`config.mk`:
```
export PLATFORM = sky130hd
export DESIGN_NAME = sram_arbiter
export DESIGN_NICKNAME = d
export VERILOG_FILES = /design/src/rtl/sram_arbiter.sv
export SDC_FILE = /design/constraint.sdc
export NUM_CORES = 1
export LEC_CHECK = 0
export CAP_MARGIN = 40
export CORE_MARGIN = 1
export CORE_UTILIZATION = 17
export DETAILED_ROUTE_END_ITERATION = 16
export PLACE_DENSITY = 0.76
export SLEW_MARGIN = 5
export SYNTH_ARGS = -nofsm -noshare
export SYNTH_HDL_FRONTEND = slang
export SYNTH_SLANG_ARGS = --single-unit
```
`constraint.sdc`:
```
create_clock -name clk -period 1.2 [get_ports clk]
set_clock_uncertainty 0.05 [all_clocks]
set_input_delay 0.18 -clock clk [delete_from_list [all_inputs] [get_ports clk]]
set_output_delay 0.18 -clock clk [all_outputs]
set_load 0.1 [all_outputs]
```
`src/rtl/sram_arbiter.sv`:
```
// Two-requester single-port SRAM arbiter, round-robin on contention.
// Define SRAM_ARB_FIXED_PRIO_EN to make requester 0 always win instead.
module sram_arbiter #(
    parameter int BW_DATA = 32,
    parameter int BW_ADDR = 5
) (
    input  logic               clk,
    input  logic               rst,
    input  logic               i_req0,
    input  logic               i_req1,
    input  logic               i_we0,
    input  logic               i_we1,
    input  logic [BW_ADDR-1:0] i_addr0,
    input  logic [BW_ADDR-1:0] i_addr1,
    input  logic [BW_DATA-1:0] i_wdata0,
    input  logic [BW_DATA-1:0] i_wdata1,
    output logic               o_gnt0,
    output logic               o_gnt1,
    output logic               o_rvalid0,
    output logic               o_rvalid1,
    output logic [BW_DATA-1:0] o_rdata,
    output logic               o_cen,
    output logic               o_wen,
    output logic               o_oen,
    output logic [BW_ADDR-1:0] o_addr,
    output logic [BW_DATA-1:0] o_wdata,
    input  logic [BW_DATA-1:0] i_rdata
);

    logic gnt0;
    logic gnt1;
    logic prefer1;
    logic rvalid0_q;
    logic rvalid1_q;

`ifdef SRAM_ARB_FIXED_PRIO_EN
    assign prefer1 = 1'b0;
`else
    logic ptr;

    // Priority pointer moves to whichever requester lost this cycle
    always_ff @(posedge clk) begin
        if (rst) begin
            ptr <= 1'b0;
        end else if (gnt0) begin
            ptr <= 1'b1;
        end else if (gnt1) begin
            ptr <= 1'b0;
        end
    end

    assign prefer1 = ptr;
`endif

    // Grant decision; nothing is granted while reset is held
    always_comb begin
        gnt0 = 1'b0;
        gnt1 = 1'b0;
        if (!rst) begin
            if (i_req0 && (!i_req1 || !prefer1)) begin
                gnt0 = 1'b1;
            end else if (i_req1) begin
                gnt1 = 1'b1;
            end
        end
    end

    assign o_gnt0 = gnt0;
    assign o_gnt1 = gnt1;

    // SRAM pin drive from the granted requester, idle otherwise
    always_comb begin
        o_cen   = 1'b1;
        o_wen   = 1'b1;
        o_oen   = 1'b1;
        o_addr  = '0;
        o_wdata = '0;
        if (gnt0) begin
            o_cen   = 1'b0;
            o_wen   = ~i_we0;
            o_oen   = i_we0;
            o_addr  = i_addr0;
            o_wdata = i_wdata0;
        end else if (gnt1) begin
            o_cen   = 1'b0;
            o_wen   = ~i_we1;
            o_oen   = i_we1;
            o_addr  = i_addr1;
            o_wdata = i_wdata1;
        end
    end

    // Remember who owns the read data returning next cycle
    always_ff @(posedge clk) begin
        if (rst) begin
            rvalid0_q <= 1'b0;
            rvalid1_q <= 1'b0;
        end else begin
            rvalid0_q <= gnt0 & ~i_we0;
            rvalid1_q <= gnt1 & ~i_we1;
        end
    end

    // A read in flight when reset arrives is dropped immediately
    assign o_rvalid0 = rvalid0_q & ~rst;
    assign o_rvalid1 = rvalid1_q & ~rst;

    assign o_rdata = (o_rvalid0 | o_rvalid1) ? i_rdata : '0;

endmodule

```
==> impl_metrics.yaml <==
worst_hold_path:
  whs_endpoint: "prefer1"
  hold_class: "in2reg"
  hp-start: "rst"
  holdPathStages: 3
placement:
  gp_congestion: 0.7344
  io_buffers: 187
  place_hpwl_um: 5868
  placedCellCount: 411
detailed_routing:
  vias: 2324
  wl_met3_um: 641
  routed.top_layer: "met4"
  drt_iter0_drc: 65
  ant_nets: 0
  drc_errors: 0
  route.detailed.wl_per_inst_um: 25.67
  drt-met1-wl_um: 3617
  met2_length_um: 6115
  via_per_inst: 5.392
  firstDrtPassIters: 4
  drt-total-wl_um: 11060
layout:
  register_area_um2: 68.82
  layout.nets: 474
  multi_input_area_um2: 1564
  post-route-util_pct: 95.10
  layout_commonest_cell: "clkdlybuf4s50_1"
  layout_common_cells: "clkdlybuf4s50_1 (108), buf_12 (86), nor2_4 (40)"
  stdcell_count: 431
  area_growth_pct: 427.5
  num_antenna_cells: 0
  layout-drive-gt1-share_pct: 68.14
  fillers: 112
global_routing:
  antenna_found_initial: 0
  grt_pass1_vias: 2345
  globalRouteOverflowTotal: 0
  grt_pass1_wl_um: 13460
  grt_usage_pct: 29.78
  grt_max_degree: 27
floorplan:
  core_region_area_um2: 5205
  rows: 26
  ios: 188
  die-area_um2: 5821
  fp.dieW_um: 76.30
  initial_core_util_pct: 18.03
  fp.dieH_um: 76.30
sta:
  final-max-slew-violation-count: 0
  finalSetupViolCount: 77
  finalCritPeriodShare_pct: 148.9
  relSlewSlack_pct: 80.55
  fmaxAchievable_ghz: 0.5598
  worstMarginPinSlew_ns: 0.2918
  rsz0062_at_grt: "yes"
  worst_slack_ns: -0.5865
  hold_violations: 0
  finalCriticalPeriod_ns: 1.786
cts:
  clk_pin_slew_ns: 0.03
  clock_latency_ns: 0.22
  cts_tree: "built"
  cts_root_buf: "clkbuf_8"
  cts_max_level: 1
  clock_sinks: 3
  cts_buffers: 3
  cts.path.max_buffers: 2
setup_path:
  critical_path.startpoint: "prefer1"
  crit_type: "reg2out"
  regToRegEndpoint: "rvalid0_q"
  end_kind: "output pin"
  reg2reg_depth: 5
  crit_required_ns: 0.97
  crit_path_max_fanout: 6
  r2r_start: "prefer1"
  startpoint_type: "flop"
  arrival_ns: 1.56
  rrSetupSlack_ns: -0.02
power:
  p_leak_uw: 0.001843
  vdd.ir_drop.worst_uv: 573.5
  p_total_uw: 3165
  pwr_density_cell_nw_per_um2: 639.5
yosys:
  synthDistinctLibCells: 17
  yosys_warnings: 0
  synthCells: 150
  synthesis.nets: 262
  ys_seq_elements: 3
  ys_seq_area_share_pct: 6.400
  synth.avg_cell_area_um2: 6.256
  synth_area_um2: 938.4
outcome:
  violations: "setup timing"
  status: "finished, violations left"
run:
  maxCapViolations: 0
## registers in the layout, indices dropped and copies added (netlist names)
name	count
rvalid0_q	1
prefer1	1
rvalid1_q	1
## worst max-delay path, cell delays in order, from the launching register on
cell and delay [ns]:
dfxtp_4 0.35, a21boi_4 0.24, buf_4 0.16, buf_6 0.15, a32oi_4 0.08, nor2_4 0.16
buf_12 0.19
## through the flow
stage | worst slack, ns | TNS (ns) | hold slack [ns] | instance area [um2]
after global routing | -0.6264 | -36.05 | 0.3582 | 4950
after detailed placement | -0.6725 | -28.69 | 0.5629 | 4314
after floorplan | -0.3644 | -15.83 | 0.1994 | 1436
final | -0.5865 | -33.13 | 0.3551 | 4950
after CTS | -0.4877 | -27.14 | 0.3357 | 4746
after global placement | -0.6548 | -27.39 | 0.5617 | 4314
## Yosys cell counts (all sizes together)
cell type,count,area share [%]
inv,1,0.40
a32oi,38,35
o31a,1,0.93
or2,1,0.67
nand2b,1,0.67
o21bai,1,0.80
nor2b,2,1.3
nor3,2,1.1
dfxtp,3,6.4
buf,11,6.7
nor2,42,17
a21boi,1,1.2
clkbuf,10,4.0
nor3b,1,0.80
nand2,2,0.80
and2,33,22
## layer usage
metal  vias to the layer above  global-route usage [%]
li1                        984                       -
met1                      1126                   28.90
met2                       164                   62.43
met3                        50                   5.150
met4                         0                   8.269
met5                         -                       0
## cell families (layout without fill, tap and decap cells)
family | Yosys count | count (layout) | share of synthesized area (%)
AO/OA/AOI/OAI | 41 | 41 | 38.40
buffers and inverters | 22 | 233 | 11.07
flip-flops | 3 | 3 | 6.400
AND/OR/NAND/NOR | 84 | 84 | 44.13
## final cells by class
| cell class | count | share of cell area [%] |
|---|---|---|
| repair buffers | 228 | 64.26 |
| multi-input cells | 125 | 31.60 |
| well taps | 70 | 1.769 |
| flip-flops and latches | 3 | 1.390 |
| clock buffers | 4 | 0.9100 |
| inverters | 1 | 0.07583 |
## timing repair
action                     CTS  global route
pin swaps                    4             5
cloned                       2             2
gates resized for setup     53            19
setup endpoints to repair   77            77
hold buffers                 0             0
setup buffers                3             9
## worst max-delay path by stage
stage               slack [ns]          end  depth (start not counted)
CTS                      -0.49    o_addr[0]                          5
floorplan                -0.36  o_wdata[25]                          5
detailed placement       -0.67    o_addr[3]                          7
global route             -0.63  o_wdata[24]                          6
finish                   -0.59   o_wdata[7]                          6
global placement         -0.65   o_wdata[8]                          7
## power by group
| part | leakage (uW) | total (uW) | internal (uW) | switching (uW) |
|---|---|---|---|---|
| sequential | 0.0000264 | 113 | 105 | 8.76 |
| combinational | 0.00179 | 2750 | 1190 | 1560 |
| clock | 0.0000228 | 301 | 227 | 73.8 |
| total | 0.00184 | 3170 | 1520 | 1650 |
No activity file was read; power rests on OpenSTA's default activity.
